$ cat config.mk
export PLATFORM = sky130hd
export DESIGN_NAME = rom_burst_arbiter
export DESIGN_NICKNAME = d
export VERILOG_FILES = /design/src/rtl/rom_burst_arbiter.sv
export SDC_FILE = /design/constraint.sdc
export NUM_CORES = 1
export LEC_CHECK = 0
export BUFFER_PORTS_ARGS = -buffer_cell sky130_fd_sc_hd__buf_2
export CAP_MARGIN = 20
export CORE_AREA = 2 2 51 53
export DETAILED_ROUTE_END_ITERATION = 10
export DIE_AREA = 0 0 53 55
export PLACE_DENSITY = 0.62
export SYNTH_ARGS = -nofsm -noshare
export SYNTH_HDL_FRONTEND = slang
export SYNTH_SLANG_ARGS = --single-unit
export TNS_END_PERCENT = 20
$ cat constraint.sdc
create_clock -name clk -period 3.59 [get_ports clk]
set_clock_uncertainty 0.15 [all_clocks]
set_input_delay 0.5385 -clock clk [delete_from_list [all_inputs] [get_ports clk]]
set_output_delay 0.5385 -clock clk [all_outputs]
set_load 0.01 [all_outputs]
$ cat src/rtl/rom_burst_arbiter.sv
// rom_burst_arbiter: two-requester round-robin arbiter that sequences bursts
// of 1-8 consecutive words from a shared 8x4 combinational ROM. The ROM
// address is driven straight from a register, the ROM word is captured every
// READ cycle, and each captured beat is tagged with its owner.
//
// Handshake: reqN is a level request, sampled only while idle. gntN pulses for
// one cycle when the burst is accepted; startN/lenN are captured on that same
// edge. The requester must keep reqN/startN/lenN stable until gntN and drop
// reqN before its burst ends, otherwise the held request is taken as a new
// burst when the block returns to idle. rd_valid qualifies rd_data, rd_id and
// rd_last; there is no back-pressure on the read beats.
module rom_burst_arbiter #(
  parameter int ADDR_W = 3,
  parameter int DATA_W = 4
) (
  input  logic              clk,
  input  logic              rst_n,
  input  logic              req0,
  input  logic [ADDR_W-1:0] start0,
  input  logic [2:0]        len0,
  input  logic              req1,
  input  logic [ADDR_W-1:0] start1,
  input  logic [2:0]        len1,
  output logic              gnt0,
  output logic              gnt1,
  output logic [ADDR_W-1:0] rom_adr,
  input  logic [DATA_W-1:0] rom_data,
  output logic [DATA_W-1:0] rd_data,
  output logic              rd_valid,
  output logic              rd_id,
  output logic              rd_last,
  output logic              busy
);

  typedef enum logic {
    IDLE = 1'b0,
    READ = 1'b1
  } state_t;

  state_t              state_q, state_d;
  logic [ADDR_W-1:0]   adr_q, adr_d;
  logic [2:0]          cnt_q, cnt_d;
  logic                owner_q, owner_d;
  logic                ptr_q, ptr_d;      // 0: requester 0 wins a tie
  logic                gnt0_q, gnt0_d;
  logic                gnt1_q, gnt1_d;
  logic [DATA_W-1:0]   rd_data_q, rd_data_d;
  logic                rd_valid_q, rd_valid_d;
  logic                rd_id_q, rd_id_d;
  logic                rd_last_q, rd_last_d;
  logic                winner;

  // busy is the FSM state itself: high exactly while a burst is in READ.
  assign busy     = (state_q == READ);
  assign gnt0     = gnt0_q;
  assign gnt1     = gnt1_q;
  assign rom_adr  = adr_q;
  assign rd_data  = rd_data_q;
  assign rd_valid = rd_valid_q;
  assign rd_id    = rd_id_q;
  assign rd_last  = rd_last_q;

  // Next-state logic: arbitration in IDLE, beat sequencing in READ.
  always_comb begin
    state_d    = state_q;
    adr_d      = adr_q;
    cnt_d      = cnt_q;
    owner_d    = owner_q;
    ptr_d      = ptr_q;
    gnt0_d     = 1'b0;
    gnt1_d     = 1'b0;
    rd_data_d  = rd_data_q;
    rd_valid_d = 1'b0;
    rd_id_d    = rd_id_q;
    rd_last_d  = rd_last_q;
    // A lone request wins outright; a tie goes to the pointer.
    winner     = (req0 && req1) ? ptr_q : req1;
    case (state_q)
      IDLE: begin
        if (req0 || req1) begin
          state_d = READ;
          adr_d   = winner ? start1 : start0;
          cnt_d   = winner ? len1 : len0;
          owner_d = winner;
          ptr_d   = ~winner;
          gnt0_d  = ~winner;
          gnt1_d  = winner;
        end
      end
      READ: begin
        rd_data_d  = rom_data;
        rd_valid_d = 1'b1;
        rd_id_d    = owner_q;
        rd_last_d  = (cnt_q == 3'd0);
        adr_d      = adr_q + ADDR_W'(1);
        cnt_d      = cnt_q - 3'd1;
        if (cnt_q == 3'd0) begin
          state_d = IDLE;
        end
      end
      default: state_d = IDLE;
    endcase
  end

  // State and output registers; reset abandons any burst in flight.
  always_ff @(posedge clk or negedge rst_n) begin
    if (!rst_n) begin
      state_q    <= IDLE;
      adr_q      <= '0;
      cnt_q      <= '0;
      owner_q    <= 1'b0;
      ptr_q      <= 1'b0;
      gnt0_q     <= 1'b0;
      gnt1_q     <= 1'b0;
      rd_data_q  <= '0;
      rd_valid_q <= 1'b0;
      rd_id_q    <= 1'b0;
      rd_last_q  <= 1'b0;
    end else begin
      state_q    <= state_d;
      adr_q      <= adr_d;
      cnt_q      <= cnt_d;
      owner_q    <= owner_d;
      ptr_q      <= ptr_d;
      gnt0_q     <= gnt0_d;
      gnt1_q     <= gnt1_d;
      rd_data_q  <= rd_data_d;
      rd_valid_q <= rd_valid_d;
      rd_id_q    <= rd_id_d;
      rd_last_q  <= rd_last_d;
    end
  end

endmodule

# Word-level counts from Yosys, hierarchy flattened

Cells that the tools add are included.
W data, S select, Z words.

Input port bits: 20
Register bits after elaboration: 18
Logic and storage cells: 35

Add/sub/neg operators: 2
Bitwise logic cells: 2
Multiplexer cells: 15
Reductions and logical operators: 4
Eq/ne operators: 1

Operators by type and width:

| cell                  | number |
|---|---|
| $mux W3               | 4 |
| $pmux W3 S2           | 2 |
| $mux W1               | 8 |
| $add A3 B1 Y3 const B | 1 |
| $logic_not A3 Y1      | 1 |
| $sub A3 B1 Y3 const B | 1 |
| $ne A2 B2 Y1 const B  | 1 |
| $not A1 Y1            | 2 |
| $pmux W1 S2           | 1 |
| $reduce_and A2 Y1     | 1 |
| $logic_and A1 B1 Y1   | 1 |
| $logic_or A1 B1 Y1    | 1 |

# Depth between registers and ports, before layout

Depth after elaboration: 5
Mapped depth: 5

# Worst setup path after synthesis

No wires, ideal clock.

Path kind: input to register
Start: input port req0
End: register adr_q[2], in the netlist rom_adr[2]
Setup slack: 2,185 ps
Setup time: 134 ps
Arrival time: 1,120 ps
Cell stages on the path: 4
Data required time: 3,306 ps
Path through: buf_4 -> mux2_1 -> nand2_1 -> a32oi_1

Word-level cells in the longest chain between the ends: 5
Elaborated cells between the ends (all ways): 7
Classes of those cells: 1 x eq/ne; 4 x mux; 2 x reduce/logical

RTL lines:

| item                 | line | source |
|---|---|---|
| start, declared      | 18   | `input logic req0,` |
| $logic_and A1 B1 Y1  | 77   | `winner = (req0 && req1) ? ptr_q : req1;` |
| $mux W1              | 77   |  |
| $mux W3              | 82   | `adr_d = winner ? start1 : start0;` |
| $mux W3              | 80   | `if (req0 \|\| req1) begin` |
| $pmux W3 S2          | 78   | `case (state_q)` |
| end signal, assigned | 121  | `adr_q <= adr_d;` |
| end, declared        | 41   | `logic [ADDR_W-1:0] adr_q, adr_d;` |

Parallel ways exist; a longest one is shown, timed or not. The select of a mux whose other input is x is not followed.
A chain may end at the register's enable or synchronous reset.

# Worst setup path after layout

Start: register state_q, in the netlist busy
End: output port busy

RTL lines:

| item                   | line | source |
|---|---|---|
| start, declared        | 40   | `state_t state_q, state_d;` |
| start signal, assigned | 120  | `state_q <= state_d;` |
| end, declared          | 32   | `output logic busy` |

No word-level cell between the ends.

==> results by group <==
Hold path
  – Min-Delay Path Class: in2async

Placement
  – Final RePlAce weighted congestion: about 0.68
  – PortBufs: 32
  – Cell Area, Placed: 1070 um^2
  – Placed cells: 140

Synth
  – Predominant post-synthesis flop cell: dfrtp_1
  – Synthesized area: 904.6 um^2
  – EDFF count, synth: 0
  – Top cell type by total area after synthesis: dfrtp_1
  – Asr flop ratio synth: 100.0%
  – Post-synth top cells: 18 x dfrtp_1, 6 x nand2_1, 6 x o21ai_0
  – Syn Nets: around 110
  – Register area share after synthesis: 49.79%
  – Post-synth cell types: 33
  – Share of the synthesized area in the top cell type: between 40% and 50%
  – Top cells by area, synth: dfrtp_1 50%, mux2_2 6.2%, ha_1 4.1%, o21ai_0 3.3%, o31a_1 2.9%
  – Most frequent cell after synthesis: dfrtp_1
  – Register bit total from synthesis: 18
  – Mean Syn Cell Area: 10.90 um^2
  – Warnings from Yosys: 0
  – Synth Instances: 83

Critical path
  – Worst path slowest cell: dfrtp_1
  – Crit. path cell count: 1
  – Worst EP required: between 2 and 3 ns
  – Crit-path leading delay family: flip-flops
  – Worst path cell trace: buf_2
  – Worst setup SP type: flop
  – Crit path kind: reg2out
  – WP buf/inv: 1
  – Worst R2R Path Depth: 2
  – Worst-path fanout max: 25
  – CP endpoint kind: primary output
  – Worst EP arrival: 1.40 ns
  – Highest cell delay on the worst timing path: 0.85 ns

Power and ir drop
  – Pwr per Cell Area: 750.0 nW/um^2
  – Static Leak: roughly 0.54 nW
  – Final Power: 0.0008192 W
  – Worst VDD drop: 381.5 uV

Timing
  – Fmax: 479.8 MHz
  – Fin crit period: 2.084 ns
  – Worst Max-Slew Pin Slew: between 0.7 and 0.8 ns
  – Worst hold margin: 0.01994 ns
  – Relative slew slack: 48.64%
  – Final-report max-slew violation count: 0
  – Final Hold Viols: 0
  – Setup violators final: 0
  – Crit share post-route: 58.06%
  – Setup TNS: 0 ns
  – RSZ-0062 raised after global routing: no

Floorplanning
  – Initial Util: approximately two fifths
  – Rows: 18
  – Die height: around 55 um
  – Core Box Area: 2365 um^2
  – Die area: 2915 um^2
  – Die width: 53 um
  – # IOs: 33

Route
  – Vias per inst: 5.000
  – DRC: 0
  – Drt pass-1 iters: 4
  – Routed len/inst: 12.78 um
  – Total number of vias: 715
  – Drt initial violations: 6
  – Post-route ant nets: 0
  – Final WL: about 1800 um

CTS
  – Bufs on Longest Clock Path: 2
  – Reg clk slew, reported paths: 0.10 ns
  – Cts bufs inserted: 3
  – # resized after CTS: 0
  – TritonCTS Sinks: 18
  – CTS tree: built
  – Worst-skew pair later-pin latency: between 0.2 and 0.3 ns
  – Htree depth: 1
  – Count of hold buffers inserted by post-cts repair: 0
  – Clock root cell: clkbuf_4
  – Postcts setup bufs: 0

Global route
  – Largest net degree at the start of global routing: 26
  – Initial antenna violation count: 0
  – Overflow after GRT: 0
  – Number of global-route vias before repair: 682
  – Gr usage total: 14.08%
  – First-pass GRT wire length: 2967 um

Final layout
  – Area occupied by multi-input gates: 402.9 um^2
  – Fill count: 246
  – Ant diodes: 0
  – NumNets Final: approximately 140
  – Fin area: 1092 um^2
  – Share of layout cells above drive strength 1: 37.17%
  – FF+latch area: 450.4 um^2
  – Final cell count without fillers: between 100 and 150
  – Layout area overhead: 20.75%

Status
  – Outcome: complete, no violations

Run
  – MaxCap Viol Count: 0
## sequential cells by signal, indices dropped and copies added, names as in the netlist
register  count
busy          1
owner_q       1
rd_id         1
rd_data       4
gnt0          1
gnt1          1
rd_valid      1
ptr_q         1
cnt_q         3
rom_adr       3
rd_last       1
## power by group
| group | switching (W) | internal, W | leakage (nW) |
|---|---|---|---|
| combinational | 0.000169 | 0.000184 | 0.313 |
| clock | 0.0000573 | 0.0000389 | 0.0138 |
| sequential | 0.0000814 | 0.000289 | 0.214 |
| total | 0.000307 | 0.000512 | 0.541 |
## cells in the final DEF, fill, tap and decap left out
cell type | netlist | layout
dfrtp_1 | 18 | 18
and3_4 | 1 | 1
a211oi_1 | 2 | 2
o211a_1 | 1 | 1
nand3_1 | 1 | 1
o31a_1 | 3 | 3
o21ai_0 | 6 | 6
nor3_1 | 3 | 3
nand2b_1 | 1 | 1
inv_1 | 5 | 5
mux2_2 | 5 | 5
mux2_1 | 1 | 1
o41ai_2 | 1 | 1
ha_1 | 3 | 3
o31ai_1 | 1 | 1
nand2_1 | 6 | 6
o32ai_1 | 1 | 1
nor2_1 | 2 | 2
nor2b_1 | 1 | 1
clkbuf_4 | 0 | 3
a21boi_0 | 2 | 2
and3_1 | 1 | 1
a32oi_1 | 1 | 1
o21bai_1 | 1 | 1
nand3b_1 | 1 | 1
and2b_1 | 2 | 2
a21oi_1 | 4 | 4
xor2_1 | 1 | 1
xnor2_1 | 1 | 1
buf_2 | 2 | 32
nor4_1 | 2 | 2
## path summary, 6_finish.rpt
check	slack [ns]	endpoint	startpoint
max	1.51	busy	busy
min	0.02	rd_id	rst_n
max reg2reg	1.99	cnt_q[0]	busy
min reg2reg	0.34	owner_q	owner_q
max in group asynchronous	2.98	busy	rst_n
min in group clk	0.33	rd_data[1]	rom_data[1]
## layout make-up
type,instances,share of cell area (%)
Sequential cell,18,41.24
Multi-Input combinational cell,55,36.88
Timing Repair Buffer,32,14.66
Tap cell,30,3.436
Clock buffer,3,2.062
Inverter,5,1.718
## stage by stage
| stage | utilization, % | setup slack [ns] |
|---|---|---|
| after detailed placement | 45.24 | 1.794 |
| after global routing | 46.19 | 1.413 |
| final | 46.19 | 1.506 |
| after floorplan | - | 2.185 |
| after CTS | 46.19 | 1.474 |
| after global placement | 45.24 | 1.829 |
## logic make-up after synthesis
kind of cell               share of synthesized area (%)
AOI/OAI and AO/OA                                  18.26
and+or+nand+nor                                    12.72
DFF                                                49.79
buffers and inverters                              5.671
muxes                                              7.468
adders and majority gates                          4.150
xor gates and xnor gates                           1.937
## per-layer routing
layer  vias up  routed length [um]  global-route usage [%]
met2        25                 811                   23.33
met1       331                 861                   17.91
met3         2                 145                   3.495
met5         -                   0                       0
met4         0                   9                   5.128
li1        357                   -                       -
(Power assumes the default switching activity.)
